--- src/rtl/fc8_mem_pkg.sv ---
// Shared types and helpers for the FC8 banked memory controller:
// physical region classes, FSM states and region select/write rules.
package fc8_mem_pkg;

  typedef enum logic [2:0] {
    RGN_RAM  = 3'd0,
    RGN_RSVD = 3'd1,
    RGN_VRAM = 3'd2,
    RGN_SFR  = 3'd3,
    RGN_ROM  = 3'd4
  } region_e;

  typedef enum logic [1:0] {
    ST_IDLE   = 2'd0,
    ST_ACCESS = 2'd1,
    ST_RESP   = 2'd2
  } state_e;

  // Region bases, expressed as values of phys[PHYS_W-1:15]
  localparam int unsigned RAM_BASE  = 32'd0;
  localparam int unsigned RSVD_BASE = 32'd1;
  localparam int unsigned VRAM_BASE = 32'd2;
  localparam int unsigned VRAM_LAST = 32'd3;
  localparam int unsigned SFR_BASE  = 32'd4;

  localparam logic [15:0] DEF_PAGE_REG_BASE = 16'h00FE;

  function automatic region_e decode_region(input int unsigned field);
    region_e rgn;
    if (field == RAM_BASE) begin
      rgn = RGN_RAM;
    end else if (field == RSVD_BASE) begin
      rgn = RGN_RSVD;
    end else if ((field >= VRAM_BASE) && (field <= VRAM_LAST)) begin
      rgn = RGN_VRAM;
    end else if (field == SFR_BASE) begin
      rgn = RGN_SFR;
    end else begin
      rgn = RGN_ROM;
    end
    return rgn;
  endfunction

  // ROM writes are dropped, so they select nothing on the external port
  function automatic logic [3:0] region_sel(input region_e rgn, input logic we);
    logic [3:0] sel;
    case (rgn)
      RGN_RAM:  sel = 4'b0001;
      RGN_VRAM: sel = 4'b0010;
      RGN_SFR:  sel = 4'b0100;
      RGN_ROM:  sel = we ? 4'b0000 : 4'b1000;
      default:  sel = 4'b0000;
    endcase
    return sel;
  endfunction

  function automatic logic region_writable(input region_e rgn);
    logic ok;
    case (rgn)
      RGN_RAM, RGN_VRAM, RGN_SFR: ok = 1'b1;
      default:                    ok = 1'b0;
    endcase
    return ok;
  endfunction

endpackage

--- src/rtl/fc8_addr_xlate.sv ---
// Combinational logical-to-physical translation through the page windows
// in the upper 32KB, followed by physical region decode.
module fc8_addr_xlate
  import fc8_mem_pkg::*;
#(
  parameter int PHYS_W      = 20,
  parameter int NUM_WINDOWS = 2,
  localparam int WIN_BITS   = $clog2(NUM_WINDOWS),
  localparam int OFS_W      = 15 - WIN_BITS,
  localparam int PAGE_W     = PHYS_W - OFS_W,
  localparam int WIN_IDX_W  = (WIN_BITS == 0) ? 1 : WIN_BITS
) (
  input  logic [15:0]                    addr,
  input  logic [NUM_WINDOWS*PAGE_W-1:0]  pages,
  output logic [PHYS_W-1:0]              phys,
  output region_e                        region
);

  logic [14:0]          low_s;
  logic [WIN_IDX_W-1:0] win_s;
  logic [PAGE_W-1:0]    page_s;
  logic [OFS_W-1:0]     ofs_s;

  // Window select and concatenation; the offset never carries into page bits
  always_comb begin
    low_s  = addr[14:0];
    win_s  = WIN_IDX_W'(low_s >> OFS_W);
    page_s = pages[win_s*PAGE_W +: PAGE_W];
    ofs_s  = low_s[OFS_W-1:0];
    if (addr[15]) begin
      phys = {page_s, ofs_s};
    end else begin
      phys = PHYS_W'(addr);
    end
    region = decode_region(32'(phys >> 15));
  end

endmodule

--- src/rtl/fc8_banked_mem_ctrl.sv ---
// FC8 bank-switching memory controller: req/ack CPU handshake, page
// registers, one shared synchronous memory port with ROM wait states.
module fc8_banked_mem_ctrl
  import fc8_mem_pkg::*;
#(
  parameter int          PHYS_W        = 20,
  parameter int          NUM_WINDOWS   = 2,
  parameter logic [15:0] PAGE_REG_BASE = DEF_PAGE_REG_BASE,
  parameter int          ROM_WAIT      = 2,
  localparam int         PAGE_W        = PHYS_W - (15 - $clog2(NUM_WINDOWS))
) (
  input  logic                           clk,
  input  logic                           rst_n,
  input  logic                           cpu_req,
  input  logic                           cpu_we,
  input  logic [15:0]                    cpu_addr,
  input  logic [7:0]                     cpu_wdata,
  output logic [7:0]                     cpu_rdata,
  output logic                           cpu_ack,
  output logic                           busy,
  output logic [PHYS_W-1:0]              mem_addr,
  output logic [7:0]                     mem_wdata,
  output logic                           mem_we,
  output logic [3:0]                     mem_sel,
  input  logic [7:0]                     mem_rdata,
  output logic [NUM_WINDOWS*PAGE_W-1:0]  page_regs
);

  state_e                        state_r, state_nxt_s;
  logic                          we_r, we_nxt_s;
  logic [7:0]                    wdata_r;
  logic [PHYS_W-1:0]             phys_r;
  region_e                       region_r, region_nxt_s;
  logic [3:0]                    wait_r, wait_nxt_s;
  logic [NUM_WINDOWS*PAGE_W-1:0] pages_r;
  logic [7:0]                    cpu_rdata_r;
  logic                          cpu_ack_r;
  logic [3:0]                    mem_sel_r, mem_sel_nxt_s;
  logic                          mem_we_r, mem_we_nxt_s;
  logic                          start_s;
  logic [PHYS_W-1:0]             xl_phys_s;
  region_e                       xl_region_s;
  logic [15:0]                   pr_ofs_s;
  logic                          pr_hit_s;
  logic [PAGE_W-1:0]             page_wdata_s;

  fc8_addr_xlate #(
    .PHYS_W      (PHYS_W),
    .NUM_WINDOWS (NUM_WINDOWS)
  ) u_xlate (
    .addr   (cpu_addr),
    .pages  (pages_r),
    .phys   (xl_phys_s),
    .region (xl_region_s)
  );

  // Page register hit detect; wrap of the subtraction rejects addresses below the base
  always_comb begin
    pr_ofs_s     = cpu_addr - PAGE_REG_BASE;
    pr_hit_s     = cpu_we && (pr_ofs_s < 16'(NUM_WINDOWS));
    page_wdata_s = PAGE_W'(cpu_wdata);
  end

  // Next-state, wait counter and next memory strobes
  always_comb begin
    state_nxt_s  = state_r;
    wait_nxt_s   = wait_r;
    start_s      = 1'b0;
    case (state_r)
      ST_IDLE: begin
        if (cpu_req) begin
          state_nxt_s = ST_ACCESS;
          start_s     = 1'b1;
          wait_nxt_s  = (xl_region_s == RGN_ROM) ? 4'(ROM_WAIT) : 4'd0;
        end else begin
          state_nxt_s = ST_IDLE;
        end
      end
      ST_ACCESS: begin
        if (wait_r == 4'd0) begin
          state_nxt_s = ST_RESP;
        end else begin
          wait_nxt_s = wait_r - 4'd1;
        end
      end
      ST_RESP:  state_nxt_s = ST_IDLE;
      default:  state_nxt_s = ST_IDLE;
    endcase

    if (start_s) begin
      we_nxt_s     = cpu_we;
      region_nxt_s = xl_region_s;
    end else begin
      we_nxt_s     = we_r;
      region_nxt_s = region_r;
    end

    if (state_nxt_s == ST_ACCESS) begin
      mem_sel_nxt_s = region_sel(region_nxt_s, we_nxt_s);
      mem_we_nxt_s  = we_nxt_s && region_writable(region_nxt_s);
    end else begin
      mem_sel_nxt_s = 4'b0000;
      mem_we_nxt_s  = 1'b0;
    end
  end

  // State, access latches, strobes and CPU response registers
  always_ff @(posedge clk or negedge rst_n) begin
    if (!rst_n) begin
      state_r     <= ST_IDLE;
      we_r        <= 1'b0;
      wdata_r     <= 8'h00;
      phys_r      <= '0;
      region_r    <= RGN_RAM;
      wait_r      <= 4'd0;
      pages_r     <= '0;
      cpu_rdata_r <= 8'h00;
      cpu_ack_r   <= 1'b0;
      mem_sel_r   <= 4'b0000;
      mem_we_r    <= 1'b0;
    end else begin
      state_r   <= state_nxt_s;
      we_r      <= we_nxt_s;
      region_r  <= region_nxt_s;
      wait_r    <= wait_nxt_s;
      mem_sel_r <= mem_sel_nxt_s;
      mem_we_r  <= mem_we_nxt_s;
      cpu_ack_r <= (state_r == ST_RESP);
      if (start_s) begin
        wdata_r <= cpu_wdata;
        phys_r  <= xl_phys_s;
      end
      for (int i = 0; i < NUM_WINDOWS; i++) begin
        if (start_s && pr_hit_s && (pr_ofs_s == 16'(i))) begin
          pages_r[i*PAGE_W +: PAGE_W] <= page_wdata_s;
        end
      end
      // mem_rdata is valid during RESP, one cycle after the last strobe cycle
      if ((state_r == ST_RESP) && !we_r) begin
        cpu_rdata_r <= (region_r == RGN_RSVD) ? 8'hFF : mem_rdata;
      end
    end
  end

  assign busy      = (state_r != ST_IDLE);
  assign cpu_rdata = cpu_rdata_r;
  assign cpu_ack   = cpu_ack_r;
  assign mem_addr  = phys_r;
  assign mem_wdata = wdata_r;
  assign mem_we    = mem_we_r;
  assign mem_sel   = mem_sel_r;
  assign page_regs = pages_r;

endmodule

--- config.mk ---
export PLATFORM = sky130hd
export DESIGN_NAME = fc8_banked_mem_ctrl
export DESIGN_NICKNAME = d
export VERILOG_FILES = /design/src/rtl/fc8_mem_pkg.sv /design/src/rtl/fc8_addr_xlate.sv /design/src/rtl/fc8_banked_mem_ctrl.sv
export SDC_FILE = /design/constraint.sdc
export NUM_CORES = 1
export LEC_CHECK = 0
export CORE_MARGIN = 8
export CORE_UTILIZATION = 30
export DETAILED_ROUTE_END_ITERATION = 16
export GPL_ROUTABILITY_DRIVEN = 0
export PLACE_DENSITY = 0.61
export RECOVER_POWER = 50
export SLEW_MARGIN = 20
export SYNTH_ARGS = -nofsm -noshare
export SYNTH_HDL_FRONTEND = slang
export SYNTH_SLANG_ARGS = --single-unit
--- constraint.sdc ---
create_clock -name clk -period 2 [get_ports clk]
set_input_delay 0.4 -clock clk [delete_from_list [all_inputs] [get_ports clk]]
set_output_delay 0.4 -clock clk [all_outputs]
set_load 0.05 [all_outputs]
### After elaboration in Yosys (flattened, before gate mapping)

Cells that the tools add are included.

| operators by class | value |
|---|---|
| add/subtract/negate cells | 2 |
| $mul | 1 |
| order comparisons | 3 |
| equal/unequal tests | 13 |
| shift-type cells | 1 |
| multiplexer cells | 23 |
| reduce and logical (&&, ||, !) cells | 17 |

Operators with widths:

| operator | number |
|---|---|
| 32-bit logical NOT | 1 |
| 20-bit two-way mux | 1 |
| 16-bit by 1-bit equality test with 1-bit output, second input constant | 1 |
| 16-bit logical NOT | 1 |
| 16-bit by 2-bit < comparator with 1-bit output, second input constant | 1 |
| 4-bit two-way mux | 4 |
| 4-bit case mux with 4 select lines | 1 |
| 16-bit by 8-bit subtractor with 16-bit output, second input constant | 1 |
| 3-bit two-way mux | 5 |
| 12-bit by 5-bit indexed part select with 6-bit output | 1 |
| 8-bit two-way mux | 1 |
| 4-bit case mux with 2 select lines | 1 |
| 1-bit logical AND | 7 |
| 1-bit two-way mux | 7 |
| 3-bit by 2-bit equality test with 1-bit output, second input constant | 2 |
| 3-bit equality test, second input constant | 2 |
| 5-bit by 1-bit equality test with 1-bit output, second input constant | 1 |
| 5-bit by 3-bit equality test with 1-bit output, second input constant | 1 |
| 5-bit by 2-bit >= comparator with 1-bit output, second input constant | 1 |
| 5-bit by 2-bit less-or-equal comparator with 1-bit output, second input constant | 1 |
| 2-bit by 1-bit equality test with 1-bit output, second input constant | 2 |
| 4-bit logical NOT | 1 |
| 2-bit two-way mux | 2 |
| 2-bit != test, second input constant | 2 |
| other kinds (11) | 12 |

| word-level totals | value |
|---|---|
| bits in registers | 64 |
| input port bits | 36 |
| word-level logic and storage cells | 72 |

### Depth between registers and ports, before layout

Gate-level depths: netlist (run 1).

| depth | value |
|---|---|
| word-level depth | 15 |
| gate-level depth with buffers | 7 |
| gate-level depth less buffers | 7 |

### Hierarchy

Synthesis (run 1) repeated with hierarchy kept, for this count alone.

| second synthesis, totals | value |
|---|---|
| cells, all modules | 235 |
| area, all modules | 2972.9 µm² |

By module, submodules not included:

| module | times used | cells an instance | area an instance (µm²) | seq. area each (µm²) |
|---|---|---|---|---|
| fc8_banked_mem_ctrl | 1 | 186 | 2637.5 | 1601.5 |
| fc8_addr_xlate | 1 | 49 | 335.3 | 0.0 |

### Least setup slack after synthesis (run 1)

No wires, ideal clock.

| timing | value |
|---|---|
| path type | reg2reg |
| start point | reg pages_r[8], in the netlist page_regs[8] |
| end point | reg mem_we_r, in the netlist mem_we |
| data arrival time | 1861 ps |
| data required time | 1913 ps |
| setup slack | 52 ps |
| stages on the path, launching flop included | 7 |
| buffers on the path | 0 |
| period minus slack after synthesis | 1948 ps |
| cells stage by stage | dfrtp_1 > or3b_2 > o311a_1 > a31oi_1 > o21ai_2 > nand2b_4 > a211oi_2 |

| on the way | value |
|---|---|
| cells in the longest elaborated chain, start to end | 14 |
| elaborated cells between the ends (all ways) | 21 |
| classes of those cells | order compare (2); eq/ne (4); shift (1); mux (9); reduce/logical (5) |

Ends and longest elaborated chain:

| element | line | source |
|---|---|---|
| from (decl) | fc8_banked_mem_ctrl.sv:35 | `logic [NUM_WINDOWS*PAGE_W-1:0] pages_r;` |
| from (signal, indexed assignment) | fc8_banked_mem_ctrl.sv:135 | `pages_r[i*PAGE_W +: PAGE_W] <= page_wdata_s;` |
| 12-bit by 5-bit indexed part select with 6-bit output * | fc8_addr_xlate.sv:28 | `page_s = pages[win_s*PAGE_W +: PAGE_W];` |
| 20-bit two-way mux * | fc8_addr_xlate.sv:30 | `if (addr[15]) begin` |
| 5-bit by 2-bit >= comparator with 1-bit output (tied with other cells) | fc8_mem_pkg.sv:34 | `end else if ((field >= VRAM_BASE) && (field <= VRAM_LAST)) begin` |
| 1-bit logical AND or 3-bit two-way mux (tied branches) | fc8_mem_pkg.sv:34, fc8_mem_pkg.sv:36 |  |
| 3-bit two-way mux | fc8_mem_pkg.sv:34 |  |
| 3-bit two-way mux | fc8_mem_pkg.sv:32 | `end else if (field == RSVD_BASE) begin` |
| 3-bit two-way mux * | fc8_mem_pkg.sv:30 | `if (field == RAM_BASE) begin` |
| 3-bit two-way mux * | fc8_banked_mem_ctrl.sv:90 | `if (start_s) begin` |
| net region_nxt_s[2] | fc8_banked_mem_ctrl.sv:33 | `region_e region_r, region_nxt_s;` |
| 3-bit by 2-bit equality test with 1-bit output or 3-bit logical NOT (tied branches) | fc8_mem_pkg.sv:59 | `case (rgn)` |
| 3-bit OR reduction * | fc8_mem_pkg.sv:59 |  |
| 1-bit two-way mux * | fc8_mem_pkg.sv:59 |  |
| 1-bit two-way mux * | fc8_banked_mem_ctrl.sv:98 | `if (state_nxt_s == ST_ACCESS) begin` |
| 1-bit logical AND * | fc8_banked_mem_ctrl.sv:100 | `mem_we_nxt_s = we_nxt_s && region_writable(region_nxt_s);` |
| 1-bit two-way mux * | fc8_banked_mem_ctrl.sv:98 |  |
| net mem_we_nxt_s | fc8_banked_mem_ctrl.sv:39 | `logic mem_we_r, mem_we_nxt_s;` |
| to (signal assigned) | fc8_banked_mem_ctrl.sv:127 | `mem_we_r <= mem_we_nxt_s;` |
| to (decl) | fc8_banked_mem_ctrl.sv:39 |  |

Mark *: on every way through the listed nets, which the timed path passes. The rest lies on a longest branch. The select of a mux whose other input is x is not followed.
A chain may end at the register's enable or synchronous reset.

### Final worst setup path (run 1)

| timing | value |
|---|---|
| start point | in cpu_addr[2] |
| end point | reg pages_r[1], in the netlist page_regs[1] |

| on the way | value |
|---|---|
| cells in the longest elaborated chain, start to end | 5 |
| elaborated cells between the ends (all ways) | 6 |
| classes of those cells | add/sub (1); order compare (1); reduce/logical (4) |

Ends and longest elaborated chain:

| element | line | source |
|---|---|---|
| from (decl) | fc8_banked_mem_ctrl.sv:16 | `input logic [15:0] cpu_addr,` |
| 16-bit by 8-bit subtractor with 16-bit output * | fc8_banked_mem_ctrl.sv:59 | `pr_ofs_s = cpu_addr - PAGE_REG_BASE;` |
| 16-bit by 2-bit < comparator with 1-bit output | fc8_banked_mem_ctrl.sv:60 | `pr_hit_s = cpu_we && (pr_ofs_s < 16'(NUM_WINDOWS));` |
| 1-bit logical AND | fc8_banked_mem_ctrl.sv:60 |  |
| 1-bit logical AND | fc8_banked_mem_ctrl.sv:134 | `if (start_s && pr_hit_s && (pr_ofs_s == 16'(i))) begin` |
| 1-bit logical AND * | fc8_banked_mem_ctrl.sv:134 |  |

Mark *: on every way between the ends. The rest lies on a longest branch, timed or not.

==> tab_implementation.tex, run 1 <==
\begin{tabular}{lr}
\hline
Metric & Value \\
\hline
\multicolumn{2}{l}{\textbf{Outcome}} \\
\quad Status & finished, violations left \\
\quad Failing checks & capacitance limit, slew limit \\
\multicolumn{2}{l}{\textbf{Pwr}} \\
\quad Final total power & 6.09 mW \\
\quad Peak VDD IR & 0.669 mV \\
\quad P per Cell Area & 1400 nW/um\^{}2 \\
\quad Static Leakage & 2.06 nW \\
\multicolumn{2}{l}{\textbf{Route}} \\
\quad Via total after detailed routing & 2423 \\
\quad Count of nets left with antenna violations after detail routing & 0 \\
\quad DR iter-0 viols & 79 \\
\quad Number of remaining DRC errors & 0 \\
\quad Wire length after detailed routing & 7990 um \\
\quad Average via count per standard cell & 4.55 \\
\quad Average detailed-routed wire length per instance & 15.0 um \\
\quad Count of TritonRoute iterations in the first routing pass & 4 \\
\multicolumn{2}{l}{\textbf{Timing}} \\
\quad Setup skew after layout & 0.00852 ns \\
\quad Final Hold Slack & 0.441 ns \\
\quad Total negative slack & 0 ns \\
\quad Final count of hold timing violations & 0 \\
\quad Maximum clock frequency & 0.514 GHz \\
\quad Min Tclk post-route & 1.94 ns \\
\quad Worst slew pin tran & 1.58 ns \\
\quad Max-slew headroom at the worst pin & -0.0521 \\
\quad Final Setup Violations & 0 \\
\quad Final worst setup slack & 0.0555 ns \\
\quad Final period utilization & 0.972 \\
\quad Final count of pins violating max slew & 65 \\
\multicolumn{2}{l}{\textbf{Logic synthesis}} \\
\quad Warning count from the yosys run & 0 \\
\quad Most common library cells after synthesis & 73 x nand2\_1, 64 x dfrtp\_1, 14 x mux2\_2 \\
\quad Most instantiated flip-flop cell in the synthesis netlist & dfrtp\_1 \\
\quad Count of flip-flops with a built-in enable after synthesis & 0 \\
\quad Number of unique standard cell types used by synthesis & 51 \\
\quad Dominant cell type by area after synthesis & dfrtp\_1 \\
\quad Total nets after synthesis & 307 \\
\quad Top-area cell type share of the netlist area & 0.563 \\
\quad Top post-synthesis cells by area & dfrtp\_1 56\%, nand2\_1 9.6\%, mux2\_2 5.5\%, o22a\_1 2.5\%, mux2i\_1 1.8\% \\
\quad Instance count of the mapped netlist & 269 \\
\quad Most frequently used cell type in the post-synthesis netlist & nand2\_1 \\
\quad Post-synthesis instance area & 2840 sq um \\
\quad Async set-reset flop share out of synthesis & 1.00 \\
\quad Average size of a mapped cell & 10.6 sq um \\
\quad Sequential cell area fraction in the yosys report & 0.563 \\
\quad Synthesis-stage register bit count & 64 \\
\multicolumn{2}{l}{\textbf{Clock tree}} \\
\quad Maximum level of the CTS H-tree & 3 \\
\quad TritonCTS clock tree & yes \\
\quad Sinks on Clock Net & 64 \\
\quad Total CTS buffers & 9 \\
\quad Worst skew pair latency & 0.33 ns \\
\quad Cell chosen for the clock root & clkbuf\_8 \\
\quad Bufs on Longest Clock Path & 2 \\
\quad Clock Pin Slew Worst Setup and Hold Paths & 0.07 ns \\
\multicolumn{2}{l}{\textbf{Worst setup path}} \\
\quad Endpoint type of the worst setup path & flip-flop \\
\quad Critical Path Fanout Max & 6 \\
\quad Required time worst endpoint & 2.22 ns \\
\quad Data arrival time at the worst-slack endpoint & 2.16 ns \\
\quad Worst Setup Start Kind & input pin \\
\quad Worst Path Class, Setup & in2reg \\
\multicolumn{2}{l}{\textbf{Floorplan}} \\
\quad Starting Density & 0.308 \\
\quad I/O pin count & 91 \\
\quad Core outline area & 9240 sq um \\
\quad Die H & 113 um \\
\quad DIE AREA & 12800 sq um \\
\quad Width of the die & 113 um \\
\quad Number of placement rows & 35 \\
\multicolumn{2}{l}{\textbf{GRT}} \\
\quad Pin count of the biggest net entering global routing & 65 \\
\quad Grt ovf & 0 \\
\quad Antenna violations before repair & 0 \\
\quad Number of global-route vias before repair & 2597 \\
\quad First-pass GRT wire length & 13300 um \\
\quad Total Routing Usage GR & 0.130 \\
\multicolumn{2}{l}{\textbf{Layout}} \\
\quad Fraction of final layout cells sized beyond drive strength 1 & 0.233 \\
\quad Area of all placed cells without fillers & 4340 sq um \\
\quad Fin util & 0.470 \\
\quad Post-route insts no fill & 533 \\
\quad Final layout net count & 438 \\
\quad Number of inserted diodes & 0 \\
\quad Synthesis-to-finish area growth & 52.8\% \\
\multicolumn{2}{l}{\textbf{Placement}} \\
\quad Buffers added on ports & 90 \\
\quad Placement Cell Area & 4120 sq um \\
\quad Post-Place Setup Slack & -0.541 ns \\
\quad Total instance count after detailed placement & 516 \\
\quad Total half-perimeter wirelength after legalization and detailed placement & 5990 um \\
\multicolumn{2}{l}{\textbf{Flow run}} \\
\quad Number of violations of the max-capacitance limit & 1 \\
\multicolumn{2}{l}{\textbf{Worst hold path}} \\
\quad Hold/Removal Path Class & in2reg \\
\hline
\end{tabular}
## what timing repair did
item                                    4_1_cts  5_1_grt
hold buffers                                  0        0
hold endpoints to repair                      0        0
pin swaps                                     8       10
buffers inserted                              1        1
gates resized for setup                      26        9
endpoints found under the setup margin       14       12
## layout make-up
class,count,area [sq um]
inverters,10,37.5
repair buffers,129,1080
flip-flops and latches,64,1600
fillers,878,4900
clock inverters,2,37.5
well taps,129,161
clock buffers,13,169
multi-input cells,186,1260
## cells by family (layout without fill, tap and decap cells)
family | Yosys count | after routing | synth area share
buf+inv | 19 | 154 | 0.0255
fa+ha+maj | 2 | 2 | 0.00880
compound gates | 47 | 47 | 0.126
flops | 64 | 64 | 0.563
xor+xnor | 1 | 1 | 0.00308
simple gates | 117 | 117 | 0.200
mux | 19 | 19 | 0.0731
## worst max-delay path, cell delays in order
cell             delay [ns]
clkdlybuf4s15_1        0.23
buf_4                  0.17
nand2_2                0.08
nor3_2                 0.05
buf_4                  0.13
o31a_1                 0.27
a211oi_4               0.34
nand3b_4               0.17
mux2_4                 0.32
## registers in the layout, summed over array words and instances (netlist names)
name	flops
cpu_rdata	8
mem_we	1
mem_sel	4
we_r	1
cpu_ack	1
mem_wdata	8
page_regs	12
region_r	3
wait_r	4
state_r	2
mem_addr	20
## placed cells by master (no fill, tap or decap), drive strengths merged, types with 5 or more instances in the layout
master / netlist / layout
mux2: 14 / 14
o22a: 8 / 8
nor2: 10 / 10
dfrtp: 64 / 64
buf: 2 / 34
clkdlybuf4s50: 0 / 58
clkbuf: 7 / 35
nand2: 73 / 73
o21ai: 13 / 13
mux2i: 5 / 5
nor3: 7 / 7
inv: 10 / 10
dlygate4sd2: 0 / 9
a22o: 5 / 5
## layer usage
layer | track usage | vias to the layer above | share of wire
met1 | 0.167 | 1140 | 0.48
met5 | 0 | - | 0
met4 | 0.0426 | 0 | 0.0093
li1 | - | 1204 | -
met2 | 0.197 | 72 | 0.44
met3 | 0.0463 | 7 | 0.067
## power breakdown
group	total (mW)	switching, mW	internal [mW]
sequential	1.90	0.209	1.69
combinational	3.03	1.96	1.07
clock	1.17	0.493	0.672
total	6.09	2.66	3.43
## path summary, 6_finish.rpt
path / startpoint / end / slack (ns) / depth (start not counted)
max: cpu_addr[2] / page_regs[1] / 0.06 / 9
min: cpu_addr[11] / mem_addr[11] / 0.44 / 4
max reg2reg: page_regs[7] / mem_sel[2] / 0.16 / 7
min reg2reg: mem_wdata[0] / mem_wdata[0] / 0.48 / 2
max in group asynchronous: rst_n / mem_wdata[5] / 0.52 / 2
min in group asynchronous: rst_n / mem_addr[6] / 0.55 / 2
Note: power is estimated with default switching activity, not from simulation.
==> inputs of run 2 (changes only) <==
--- a/config.mk
+++ b/config.mk
@@ -9,6 +9,7 @@
 export CORE_UTILIZATION = 30
 export DETAILED_ROUTE_END_ITERATION = 16
 export GPL_ROUTABILITY_DRIVEN = 0
+export HOLD_SLACK_MARGIN = 0.1
 export PLACE_DENSITY = 0.61
 export RECOVER_POWER = 50
 export SLEW_MARGIN = 20
==> tab_implementation.tex, run 2 (synthesized netlist as in run 1, its figures left out) <==
\begin{tabular}{lr}
\hline
Metric & Value \\
\hline
\multicolumn{2}{l}{\textbf{Outcome}} \\
\quad Status & complete, no violations \\
\multicolumn{2}{l}{\textbf{Pwr}} \\
\quad Power dissipated by switching net loads & 2.66 mW (about the same) \\
\quad Peak VDD IR & 0.669 mV (unchanged) \\
\quad Static Leakage & 2.06 nW (+0.22\%) \\
\quad Switching share of total power & 0.436 (about the same) \\
\quad Clock network fraction of total power & 0.191 (about the same) \\
\quad Part of the total power dissipated in sequential elements & 0.311 (about the same) \\
\quad Combinational fraction of design power & 0.497 (about the same) \\
\quad Internal power summed over all cells & 3.44 mW (about the same) \\
\quad P per Cell Area & 1400 nW/um\^{}2 (-0.26\%) \\
\multicolumn{2}{l}{\textbf{Timing}} \\
\quad Worst slew pin tran & 0.866 ns (-0.712 ns) \\
\quad Final worst setup slack & 0.0555 ns (unchanged) \\
\quad Total negative slack & 0 ns (unchanged) \\
\quad Final period utilization & 0.972 (unchanged) \\
\quad Final count of pins violating max slew & 0 (-100\%) \\
\quad Final Hold Slack & 0.441 ns (-0.00000700 ns) \\
\quad Final count of hold timing violations & 0 (unchanged) \\
\quad Maximum clock frequency & 0.514 GHz (unchanged) \\
\quad Setup skew after layout & 0.00853 ns (+0.0000101 ns) \\
\quad Min Tclk post-route & 1.94 ns (unchanged) \\
\quad Final Setup Violations & 0 (unchanged) \\
\quad Max-slew headroom at the worst pin & 0.423 (+0.475) \\
\multicolumn{2}{l}{\textbf{Worst setup path}} \\
\quad FF-to-FF Start & page\_regs[7] \\
\quad Worst setup path endpoint & page\_regs[1] \\
\quad Critical Path Fanout Max & 6 (unchanged) \\
\quad Reg-to-reg critical path endpoint & mem\_sel[2] \\
\quad Required time worst endpoint & 2.22 ns (about the same) \\
\quad Data arrival time at the worst-slack endpoint & 2.16 ns (about the same) \\
\quad Worst Setup Start Kind & input pin \\
\quad Depth of the most critical reg-to-reg path & 7 (unchanged) \\
\quad Endpoint type of the worst setup path & flip-flop \\
\quad Worst Path Class, Setup & in2reg \\
\quad FF-to-FF setup slack & 0.16 ns (about the same) \\
\quad Start point of the critical path & cpu\_addr[2] \\
\multicolumn{2}{l}{\textbf{Layout}} \\
\quad Number of inserted diodes & 0 (unchanged) \\
\quad Final layout net count & 439 (+0.23\%) \\
\quad Fill cell total of the finished layout & 876 (-0.23\%) \\
\quad Post-route insts no fill & 534 (+0.19\%) \\
\quad Synthesis-to-finish area growth & 53.3\% \\
\quad Fraction of final layout cells sized beyond drive strength 1 & 0.232 (-0.000575) \\
\quad Highest-count cells in the layout ignoring fill and taps & 71 x nand2\_1, 64 x dfrtp\_1, 58 x clkdlybuf4s50\_1 \\
\quad Fin util & 0.471 (+0.00135) \\
\quad Flip-flop count of the largest register, all copies and words added & 20 (unchanged) \\
\quad Most common library cell in the layout ignoring fill and taps & nand2\_1 \\
\multicolumn{2}{l}{\textbf{Route}} \\
\quad Via total after detailed routing & 2425 (+0.083\%) \\
\quad Average via count per standard cell & 4.54 (-0.10\%) \\
\quad Count of TritonRoute iterations in the first routing pass & 4 (unchanged) \\
\quad Number of remaining DRC errors & 0 (unchanged) \\
\quad Wire length after detailed routing & 8000 um (+0.10\%) \\
\quad DR iter-0 viols & 78 (-1.3\%) \\
\quad Count of nets left with antenna violations after detail routing & 0 (unchanged) \\
\quad Average detailed-routed wire length per instance & 15.0 um (about the same) \\
\multicolumn{2}{l}{\textbf{Floorplan}} \\
\quad I/O pin count & 91 (unchanged) \\
\quad Core outline area & 9240 sq um (unchanged) \\
\quad DIE AREA & 12800 sq um (unchanged) \\
\quad Width of the die & 113 um (unchanged) \\
\quad Starting Density & 0.308 (unchanged) \\
\quad Die H & 113 um (unchanged) \\
\quad Number of placement rows & 35 (unchanged) \\
\multicolumn{2}{l}{\textbf{GRT}} \\
\quad First-pass GRT wire length & 13300 um (+0.11\%) \\
\quad Grt ovf & 0 (unchanged) \\
\quad Pin count of the biggest net entering global routing & 65 (unchanged) \\
\quad Total Routing Usage GR & 0.130 (about the same) \\
\quad Antenna violations before repair & 0 (unchanged) \\
\quad Number of global-route vias before repair & 2600 (+0.12\%) \\
\multicolumn{2}{l}{\textbf{Placement}} \\
\quad Total instance count after detailed placement & 516 (unchanged) \\
\quad Post-Place Setup Slack & -0.541 ns (unchanged) \\
\quad Total half-perimeter wirelength after legalization and detailed placement & 5990 um (unchanged) \\
\quad Buffers added on ports & 90 (unchanged) \\
\multicolumn{2}{l}{\textbf{Clock tree}} \\
\quad TritonCTS clock tree & yes \\
\quad Cell chosen for the clock root & clkbuf\_8 \\
\quad Maximum level of the CTS H-tree & 3 (unchanged) \\
\quad Bufs on Longest Clock Path & 2 (unchanged) \\
\quad Sinks on Clock Net & 64 (unchanged) \\
\quad Worst skew pair latency & 0.33 ns (about the same) \\
\quad Total CTS buffers & 9 (unchanged) \\
\quad Clock Pin Slew Worst Setup and Hold Paths & 0.07 ns (about the same) \\
\multicolumn{2}{l}{\textbf{Flow run}} \\
\quad Number of violations of the max-capacitance limit & 0 (-1) \\
\multicolumn{2}{l}{\textbf{Worst hold path}} \\
\quad Hold/Removal Path Class & in2reg \\
\hline
\end{tabular}
[run 2: worst min path at each step]
stage / start / end / cells after the start
3_5_place_dp: rst_n / mem_addr[6] / 2
2_1_floorplan: rst_n / cpu_ack / 0
6_report: cpu_addr[11] / mem_addr[11] / 4
4_1_cts: cpu_addr[10] / mem_addr[10] / 3
3_3_place_gp: rst_n / mem_addr[5] / 2
5_1_grt: cpu_addr[11] / mem_addr[11] / 4
[run 2: critical path, cell delays in order]
cell	delay [ns]
clkdlybuf4s15_1	0.23
buf_4	0.17
nand2_2	0.08
nor3_2	0.05
buf_4	0.13
o31a_1	0.27
a211oi_4	0.34
nand3b_4	0.17
mux2_4	0.32
[run 2: what timing repair did]
item                                    in CTS  in global routing
pin swaps                                    8                 10
buffers inserted                             1                  1
hold buffers                                 1                  0
gates resized for setup                     26                  9
hold endpoints to repair                    64                  0
endpoints found under the setup margin      14                 12
[run 2: layout make-up]
type                       count  area (sq um)  area share
clock buffer                  13           169      0.0388
sequential                    64          1600       0.368
timing repair buffer         130          1090       0.250
inverter                      10          37.5     0.00862
multi-input combinational    186          1260       0.289
clock inverter                 2          37.5     0.00862
tap                          129           161      0.0370
[run 2: layer usage]
layer  share of wire  GRT usage  vias to the layer above
met1            0.48      0.167                     1140
met3           0.067     0.0463                        7
met4          0.0093     0.0426                        0
met5               0          0                        -
met2            0.44      0.197                       72
li1                -          -                     1206
[run 2: per-stage QoR]
stage / power, mW / instance area (sq um)
finish: 6.10 / 4360
global route: 6.43 / 4360
CTS: 6.20 / 4400
detailed placement: 5.01 / 4120
global placement: 4.96 / 4120
floorplan: 3.83 / 2840
[run 2: power groups by stage]
stage | sequential [mW] | clock (mW) | combinational (mW)
finish | 1.90 | 1.17 | 3.03
global route | 1.95 | 1.26 | 3.23
CTS | 1.90 | 1.20 | 3.09
detailed placement | 1.92 | 0 | 3.08
global placement | 1.91 | 0 | 3.05
floorplan | 3.07 | 0 | 0.764
==> inputs of run 3 (changes only) <==
==> constraint.sdc (replaced) <==
create_clock -name clk -period 2.11 [get_ports clk]
set_input_delay 0.422 -clock clk [delete_from_list [all_inputs] [get_ports clk]]
set_output_delay 0.422 -clock clk [all_outputs]
set_load 0.05 [all_outputs]
==> tab_implementation.tex, run 3 (synthesized netlist as in run 1, its figures left out) <==
\begin{tabular}{lr}
\hline
Metric & Value \\
\hline
\multicolumn{2}{l}{\textbf{Worst setup path}} \\
\quad Critical Path Fanout Max & 5 (-1) \\
\quad Crit path buffers/inverters & 1 (-2) \\
\quad Depth of the most critical reg-to-reg path & 6 (-1) \\
\quad Data arrival time at the worst-slack endpoint & 1.62 ns (-0.54 ns) \\
\quad Reg-to-reg critical path endpoint & mem\_we \\
\quad Highest-delay cell along the critical path & clkdlybuf4s50\_1 \\
\quad Worst setup path endpoint & page\_regs[2] \\
\quad Worst Path Class, Setup & reg2out \\
\quad Max incr delay on CP & 0.85 ns (+0.51 ns) \\
\quad FF-to-FF setup slack & 0.29 ns (+0.13 ns) \\
\quad Cell chain of the critical path & clkdlybuf4s50\_1 \\
\quad Worst Setup Start Kind & flip-flop \\
\quad Start point of the critical path & page\_regs[2] \\
\quad Endpoint type of the worst setup path & primary output \\
\quad FF-to-FF Start & page\_regs[7] \\
\quad Required time worst endpoint & 1.69 ns (-0.53 ns) \\
\quad Critical path depth & 1 (-8) \\
\quad Dominant delay contributor by cell family on the critical path & buffers and inverters \\
\multicolumn{2}{l}{\textbf{Route}} \\
\quad Average detailed-routed wire length per instance & 15.1 um (+0.66\%) \\
\quad Via total after detailed routing & 2433 (+0.33\%) \\
\quad DR iter-0 viols & 60 (-23\%) \\
\quad Count of nets left with antenna violations after detail routing & 0 (unchanged) \\
\quad Average via count per standard cell & 4.56 (+0.52\%) \\
\quad Routed length on met1 & 3680 um (-4.6\%) \\
\quad Number of remaining DRC errors & 0 (unchanged) \\
\quad Wire length after detailed routing & 8030 um (+0.48\%) \\
\quad Count of TritonRoute iterations in the first routing pass & 4 (unchanged) \\
\quad Met3 wire len & 709 um (+33\%) \\
\quad Amount of wire on met2 after detailed routing & 3550 um (+0.77\%) \\
\quad Top layer reached by signal wires & met4 \\
\multicolumn{2}{l}{\textbf{Timing}} \\
\quad Final count of pins violating max slew & 0 (unchanged) \\
\quad Setup skew after layout & 0.0172 ns (+0.00862 ns) \\
\quad Final worst setup slack & 0.0642 ns (+0.00874 ns) \\
\quad Worst slew pin tran & 1.08 ns (+0.219 ns) \\
\quad Final period utilization & 0.970 \\
\quad Maximum clock frequency & 0.489 GHz \\
\quad RSZ-0062 raised after global routing & false \\
\quad Max-slew headroom at the worst pin & 0.277 (-0.146) \\
\quad Min Tclk post-route & 2.05 ns \\
\quad Final Setup Violations & 0 (unchanged) \\
\quad Final count of hold timing violations & 0 (unchanged) \\
\multicolumn{2}{l}{\textbf{Floorplan}} \\
\quad Die H & 113 um (unchanged) \\
\quad DIE AREA & 12800 sq um (unchanged) \\
\quad I/O pin count & 91 (unchanged) \\
\quad Starting Density & 0.308 (unchanged) \\
\quad Width of the die & 113 um (unchanged) \\
\quad Number of placement rows & 35 (unchanged) \\
\quad Core outline area & 9240 sq um (unchanged) \\
\multicolumn{2}{l}{\textbf{GRT}} \\
\quad First-pass GRT wire length & 13700 um (+3.3\%) \\
\quad Number of global-route vias before repair & 2719 (+4.6\%) \\
\quad Antenna violations before repair & 0 (unchanged) \\
\quad Grt ovf & 0 (unchanged) \\
\quad Total Routing Usage GR & 0.134 (+0.00451) \\
\quad Pin count of the biggest net entering global routing & 47 (-28\%) \\
\multicolumn{2}{l}{\textbf{Layout}} \\
\quad Final layout net count & 437 (-0.46\%) \\
\quad Synthesis-to-finish area growth & 55.2\% \\
\quad Number of inserted diodes & 0 (unchanged) \\
\quad Highest-count cells in the layout ignoring fill and taps & 74 x clkdlybuf4s50\_1, 72 x nand2\_1, 64 x dfrtp\_1 \\
\quad Flip-flop count of the largest register, all copies and words added & 20 (unchanged) \\
\quad Most common library cell in the layout ignoring fill and taps & clkdlybuf4s50\_1 \\
\quad Fin util & 0.478 (+0.00609) \\
\quad Fill cell total of the finished layout & 878 (+0.23\%) \\
\quad Fraction of final layout cells sized beyond drive strength 1 & 0.218 (-0.0143) \\
\multicolumn{2}{l}{\textbf{Clock tree}} \\
\quad Cell chosen for the clock root & clkbuf\_8 \\
\quad Clock Pin Slew Worst Setup and Hold Paths & 0.08 ns (about the same) \\
\quad Bufs on Longest Clock Path & 2 (unchanged) \\
\quad Post-CTS setup buffer count & 0 (-1) \\
\quad TritonCTS clock tree & yes \\
\quad Sinks on Clock Net & 64 (unchanged) \\
\quad Worst skew pair latency & 0.35 ns (+0.02 ns) \\
\quad Total CTS buffers & 9 (unchanged) \\
\quad Maximum level of the CTS H-tree & 3 (unchanged) \\
\multicolumn{2}{l}{\textbf{Worst hold path}} \\
\quad Hold/Removal Path Class & in2reg \\
\multicolumn{2}{l}{\textbf{Pwr}} \\
\quad P per Cell Area & 1330 nW/um\^{}2 (-5.1\%) \\
\quad Peak VDD IR & 0.512 mV (-23\%) \\
\quad Static Leakage & 2.07 nW (+0.71\%) \\
\multicolumn{2}{l}{\textbf{Flow run}} \\
\quad Number of violations of the max-capacitance limit & 0 (unchanged) \\
\multicolumn{2}{l}{\textbf{Placement}} \\
\quad Post-Place Setup Slack & -0.451 ns (+0.0898 ns) \\
\quad Total half-perimeter wirelength after legalization and detailed placement & 6080 um (+1.5\%) \\
\quad Buffers added on ports & 90 (unchanged) \\
\multicolumn{2}{l}{\textbf{Outcome}} \\
\quad Status & complete, no violations \\
\hline
\end{tabular}
-- run 3: changes by cell type in the layout (fill, tap and decap cells not counted), moves of 2 or more --
cell and delta:
inv_6 +2, clkdlybuf4s50_1 +16, clkbuf_4 -2, clkbuf_8 -3, clkbuf_1 -13, clkdlybuf4s15_1 -2
-- run 3: worst min-delay path by stage --
stage / startpoint / to / slack [ns] / cells past startpoint
after floorplan: rst_n / cpu_ack / 0.13 / 0
after global placement: rst_n / mem_addr[5] / 0.40 / 1
after CTS: cpu_addr[5] / mem_addr[5] / 0.46 / 3
after detailed placement: rst_n / mem_addr[5] / 0.41 / 1
final: cpu_addr[10] / mem_addr[10] / 0.38 / 3
after global routing: cpu_addr[10] / mem_addr[10] / 0.39 / 3
-- run 3: through the flow --
| stage | instance area, sq um | instances | setup TNS, ns | hold WS (ns) | power, mW |
|---|---|---|---|---|---|
| after floorplan | 2840 | 269 | 0 | 0.126 | 3.63 |
| after global placement | 4160 | 516 | -7.05 | 0.398 | 4.71 |
| after detailed placement | 4160 | 516 | -7.26 | 0.408 | 4.76 |
| after CTS | 4440 | 533 | 0 | 0.462 | 5.98 |
| after global routing | 4410 | 533 | 0 | 0.393 | 6.23 |
| final | 4410 | 533 | 0 | 0.382 | 5.86 |
-- run 3: cell type report --
type | count | area, sq um | share of cell area
inverters | 10 | 37.5 | 0.00851
well taps | 129 | 161 | 0.0366
multi-input cells | 186 | 1220 | 0.277
clock buffers | 9 | 124 | 0.0281
repair buffers | 128 | 1160 | 0.264
flip-flops and latches | 64 | 1600 | 0.363
clock inverters | 7 | 101 | 0.0230
-- run 3: report_power, final --
part | switching [mW] | internal [mW]
clock | 0.514 | 0.675
sequential | 0.195 | 1.60
combinational | 1.85 | 1.03
-- run 3: routing by layer --
metal | track usage | vias up
met2 | 0.204 | 70
li1 | - | 1195
met3 | 0.0559 | 8
met1 | 0.167 | 1160
met5 | 0 | -
met4 | 0.0462 | 0
-- run 3: what timing repair did --
action | CTS | global route
pin swaps | 7 | 2
endpoints found under the setup margin | 14 | 15
resized for setup | 20 | 2
hold endpoints to repair | 18 | 0
hold buffers | 1 | 0
==> RTL change 1, RTL diff (flow settings as in run 3) <==
Reset style: synchronous (`rst_n`), changed in one clocked block.
--- a/src/rtl/fc8_banked_mem_ctrl.sv
+++ b/src/rtl/fc8_banked_mem_ctrl.sv
@@ -105,7 +105,7 @@
   end
 
   // State, access latches, strobes and CPU response registers
-  always_ff @(posedge clk or negedge rst_n) begin
+  always_ff @(posedge clk) begin
     if (!rst_n) begin
       state_r     <= ST_IDLE;
       we_r        <= 1'b0;
Function: differs if rst_n is asserted again (counterexample within 4 cycles, from zero or initial values and one cycle with rst_n low); with rst_n held inactive, the same outputs for 10 cycles.
==> RTL change 1 against run 3 <==
The run now ends with setup timing left. Utilization rose by 2.6 points. Cell area is essentially flat. Synthesized area shrank 4.1%. Register-to-register slack worse by 0.49 ns. Worst setup slack worse by 0.26 ns. Wire length grew 12%. Sequential cell count stayed put. Count of clock-buffer cells in the layout stayed put. Sequential share of layout area shrank 7.3 points. Global-route usage is 0.87 points higher.
Power is not compared: it rests on default switching activity, and its combinational part moved more than twofold at a synthesized area within 25%.
==> RTL change 1: results (changes against run 3) <==
* Status: complete, but fails checks (was complete, no violations)
* Leading post-synthesis cells by cell area: dfxtp_1 47%, nand2_1 8.7%, a21oi_1 8.3% (was dfrtp_1 56%, nand2_1 9.6%, mux2_2 5.5%)
* First-pass GRT wire length at 15,000 um (was 13,700 um)
* Critical Path AT at 2.54 ns (was 1.62 ns)
* Top FF cell, synth: dfxtp_1 (was dfrtp_1)
* Vias in the first global route at 3,081 (was 2,719)
* Routed wl met3 at 573 um (was 709 um)
* M1 wire length at 3910 um (was 3680 um)
* Final setup vio count at 12 (was 0)
* GRT Total Usage at 14.3% (was 13.4%)
* Hold_ws at 0.452 ns (was 0.382 ns)
* Drt total wl at 9040 um (was 8030 um)
* Fin area at 4420 um2 (was 4410 um2)
* Critical Path End: page_regs[6] (was page_regs[2])
* Post-synthesis sequential area ratio at 47.0% (was 56.3%)
* Met3 Usage GRT at 5.21% (was 5.59%)
* Slew @ Worst Pin at 0.626 ns (was 1.08 ns)
* Skew final at 0.00550 ns (was 0.0172 ns)
* Synth cell count leaders: 64 x dfxtp_1, 63 x nand2_1, 45 x a21oi_1 (was 73 x nand2_1, 64 x dfrtp_1, 14 x mux2_2)
* Met2 routed WL at 4400 um (was 3550 um)
* Fillers at 844 (was 878)
* Post-route setup slack at -0.201 ns (was 0.0642 ns)
* Cell depth of the worst flop-to-flop path at 7 (was 6)
* Vias per inst at 5.06 (was 4.56)
* Final #Nets at 492 (was 437)
* Max stage delay cell, worst path: or4_4 (was clkdlybuf4s50_1)
* Failing checks: setup timing
* Initial drt markers at 72 (was 60)
-- RTL change 1: cell type report --
class,instances,share of cell area [%]
sequential,64,29.0
clock inverter,7,1.08
clock buffer,9,2.80
inverter,8,0.680
timing repair buffer,139,28.8
tap,108,3.06
multi-input combinational,232,34.5
-- RTL change 1: critical path, delay by kind of cell, from the launching register on --
family / cells / cell delay, ns
AOI/OAI and AO/OA: 4 / 0.67
and+or+nand+nor: 2 / 1.02
buffers and inverters: 1 / 0.18
DFF: 1 / 0.33
-- RTL change 1: timing repair --
action | 4_1_cts | 5_1_grt
hold buffers | 0 | 0
setup buffers | 1 | 1
cloned | 2 | 0
gates resized for setup | 31 | 21
pin swaps | 10 | 19
endpoints found under the setup margin | 19 | 18
-- RTL change 1: cells by family after synthesis --
logic type	Yosys count	synth area share (%)
AO/OA/AOI/OAI	87	20.5
XOR/XNOR	4	1.29
adder cells (fa/ha/maj)	2	0.918
buffers and inverters	25	3.95
flip-flops	64	47.0
multiplexers	8	3.03
AND/OR/NAND/NOR	130	23.3
==> RTL change 2, RTL diff (config.mk and constraints of run 3) <==
Made on the original files. `PHYS_W` is set to 20 in 2 places; all go to 24.
--- a/src/rtl/fc8_addr_xlate.sv
+++ b/src/rtl/fc8_addr_xlate.sv
@@ -3,7 +3,7 @@
 module fc8_addr_xlate
   import fc8_mem_pkg::*;
 #(
-  parameter int PHYS_W      = 20,
+  parameter int PHYS_W      = 24,
   parameter int NUM_WINDOWS = 2,
   localparam int WIN_BITS   = $clog2(NUM_WINDOWS),
   localparam int OFS_W      = 15 - WIN_BITS,
--- a/src/rtl/fc8_banked_mem_ctrl.sv
+++ b/src/rtl/fc8_banked_mem_ctrl.sv
@@ -3,7 +3,7 @@
 module fc8_banked_mem_ctrl
   import fc8_mem_pkg::*;
 #(
-  parameter int          PHYS_W        = 20,
+  parameter int          PHYS_W        = 24,
   parameter int          NUM_WINDOWS   = 2,
   parameter logic [15:0] PAGE_REG_BASE = DEF_PAGE_REG_BASE,
   parameter int          ROM_WAIT      = 2,
Interface: changed (resized mem_addr and page_regs); port bits go from 91 to 103. The function was not compared with the original's and may differ.
==> RTL change 2 against run 3 <==
The flow now finishes with violations (setup timing). Synthesized cell count up 7.8%. Wire length up 11%. Synthesized area up 9.1%. Total power rose by 4.3%. Worst setup slack got worse by 0.21 ns. First-iteration DRC count up 52%. Sequential cell count increased by 6. Cell area rose by 8.6%. Critical endpoint is now page_regs[7]. Largest power group unchanged.
==> RTL change 2: results (changes against run 3) <==
* Status: complete, but fails checks (was complete, no violations)
* Failing checks: setup timing
* Fillers at 966 (was 878)
* Max stage delay cell, worst path: or4b_4 (was clkdlybuf4s50_1)
* Final #Nets at 464 (was 437)
* First-pass GRT wire length at 14,800 um (was 13,700 um)
* Critical Path End: page_regs[7] (was page_regs[2])
* Largest stage delay on the critical path at 0.57 ns (was 0.85 ns)
* Placed Cells at 544 (was 516)
* Critical Path AT at 2.47 ns (was 1.62 ns)
* M1 wire length at 3960 um (was 3680 um)
* Met1 Track Usage GR at 16.0% (was 16.7%)
* Routed wl met3 at 664 um (was 709 um)
* Leading post-synthesis cells by cell area: dfrtp_1 56%, nand2_1 8.5%, mux2_2 6.9% (was dfrtp_1 56%, nand2_1 9.6%, mux2_2 5.5%)
* Port buffer count at 96 (was 90)
* Leakage at 2.22 nW (was 2.07 nW)
* CP top delay family: simple AND/OR/NAND/NOR gates (was buffers and inverters)
* Finished Layout Cells at 567 (was 533)
* Met2 routed WL at 4160 um (was 3550 um)
* R2R Path Start: state_r[1] (was page_regs[7])
* Area Growth Syn to Fin at 54.6% (was 55.2%)
* Seq power at 1.94 mW (was 1.79 mW)
* GRT Total Usage at 13.0% (was 13.4%)
* WHS Endpoint: mem_addr[5] (was mem_addr[10])
* Worst setup path startpoint: cpu_addr[4] (was page_regs[2])
* Post-DP HPWL at 6720 um (was 6080 um)
* Reg2reg setup slack at 0.05 ns (was 0.29 ns)
* Share of layout cells above drive strength 1 at 21.1% (was 21.8%)
* Power Total at 6.11 mW (was 5.86 mW)
* Post-route setup slack at -0.143 ns (was 0.0642 ns)
* Post CTS Setup Buffer Count at 5 (was 0)
* Hold Path Origin: cpu_addr[5] (was cpu_addr[10])
* GR Layer Usage met2 at 21.0% (was 20.4%)
* P_sw at 2.70 mW (was 2.55 mW)
* Final setup vio count at 16 (was 0)
* Library cells used by synthesis at 45 (was 51)
* Vias in the first global route at 2,881 (was 2,719)
* Placed Area at 4430 um2 (was 4160 um2)
* Met3 Usage GRT at 4.36% (was 5.59%)
* Setup TNS at -2.03 ns (was 0 ns)
* Slew @ Worst Pin at 0.910 ns (was 1.08 ns)
* Initial drt markers at 91 (was 60)
* Pre-CTS setup slack at -0.900 ns (was -0.451 ns)
* Worst vdd ir at 638 uV (was 512 uV)
RTL change 2: cell count changes in the layout (fill, tap and decap cells not counted), sizes merged, moves of 4 or more:
cell | before | now
conb | 0 | 6
mux2 | 14 | 19
dfrtp | 64 | 70
buf | 33 | 37
clkdlybuf4s50 | 74 | 81
nor2 | 10 | 16
dlygate4sd2 | 9 | 3
RTL change 2: layout make-up:
type | instances | share of cell area (%)
flip-flops and latches | 70 | 36.5
well taps | 136 | 3.55
multi-input cells | 198 | 28.4
clock buffers | 9 | 2.58
inverters | 11 | 0.861
repair buffers | 136 | 26.1
clock inverters | 7 | 2.04
RTL change 2: logic make-up (layout without fill, tap and decap cells):
kind of cell	count (synthesis)	in the layout	share of synthesized area, %
AND/OR/NAND/NOR	120	120	17.8
other	1	6	0.121
AO/OA/AOI/OAI	42	42	11.1
buffers and inverters	27	163	3.99
XOR/XNOR	2	2	0.565
flip-flops	70	70	56.5
multiplexers	26	26	9.16
adder cells (fa/ha/maj)	2	2	0.807
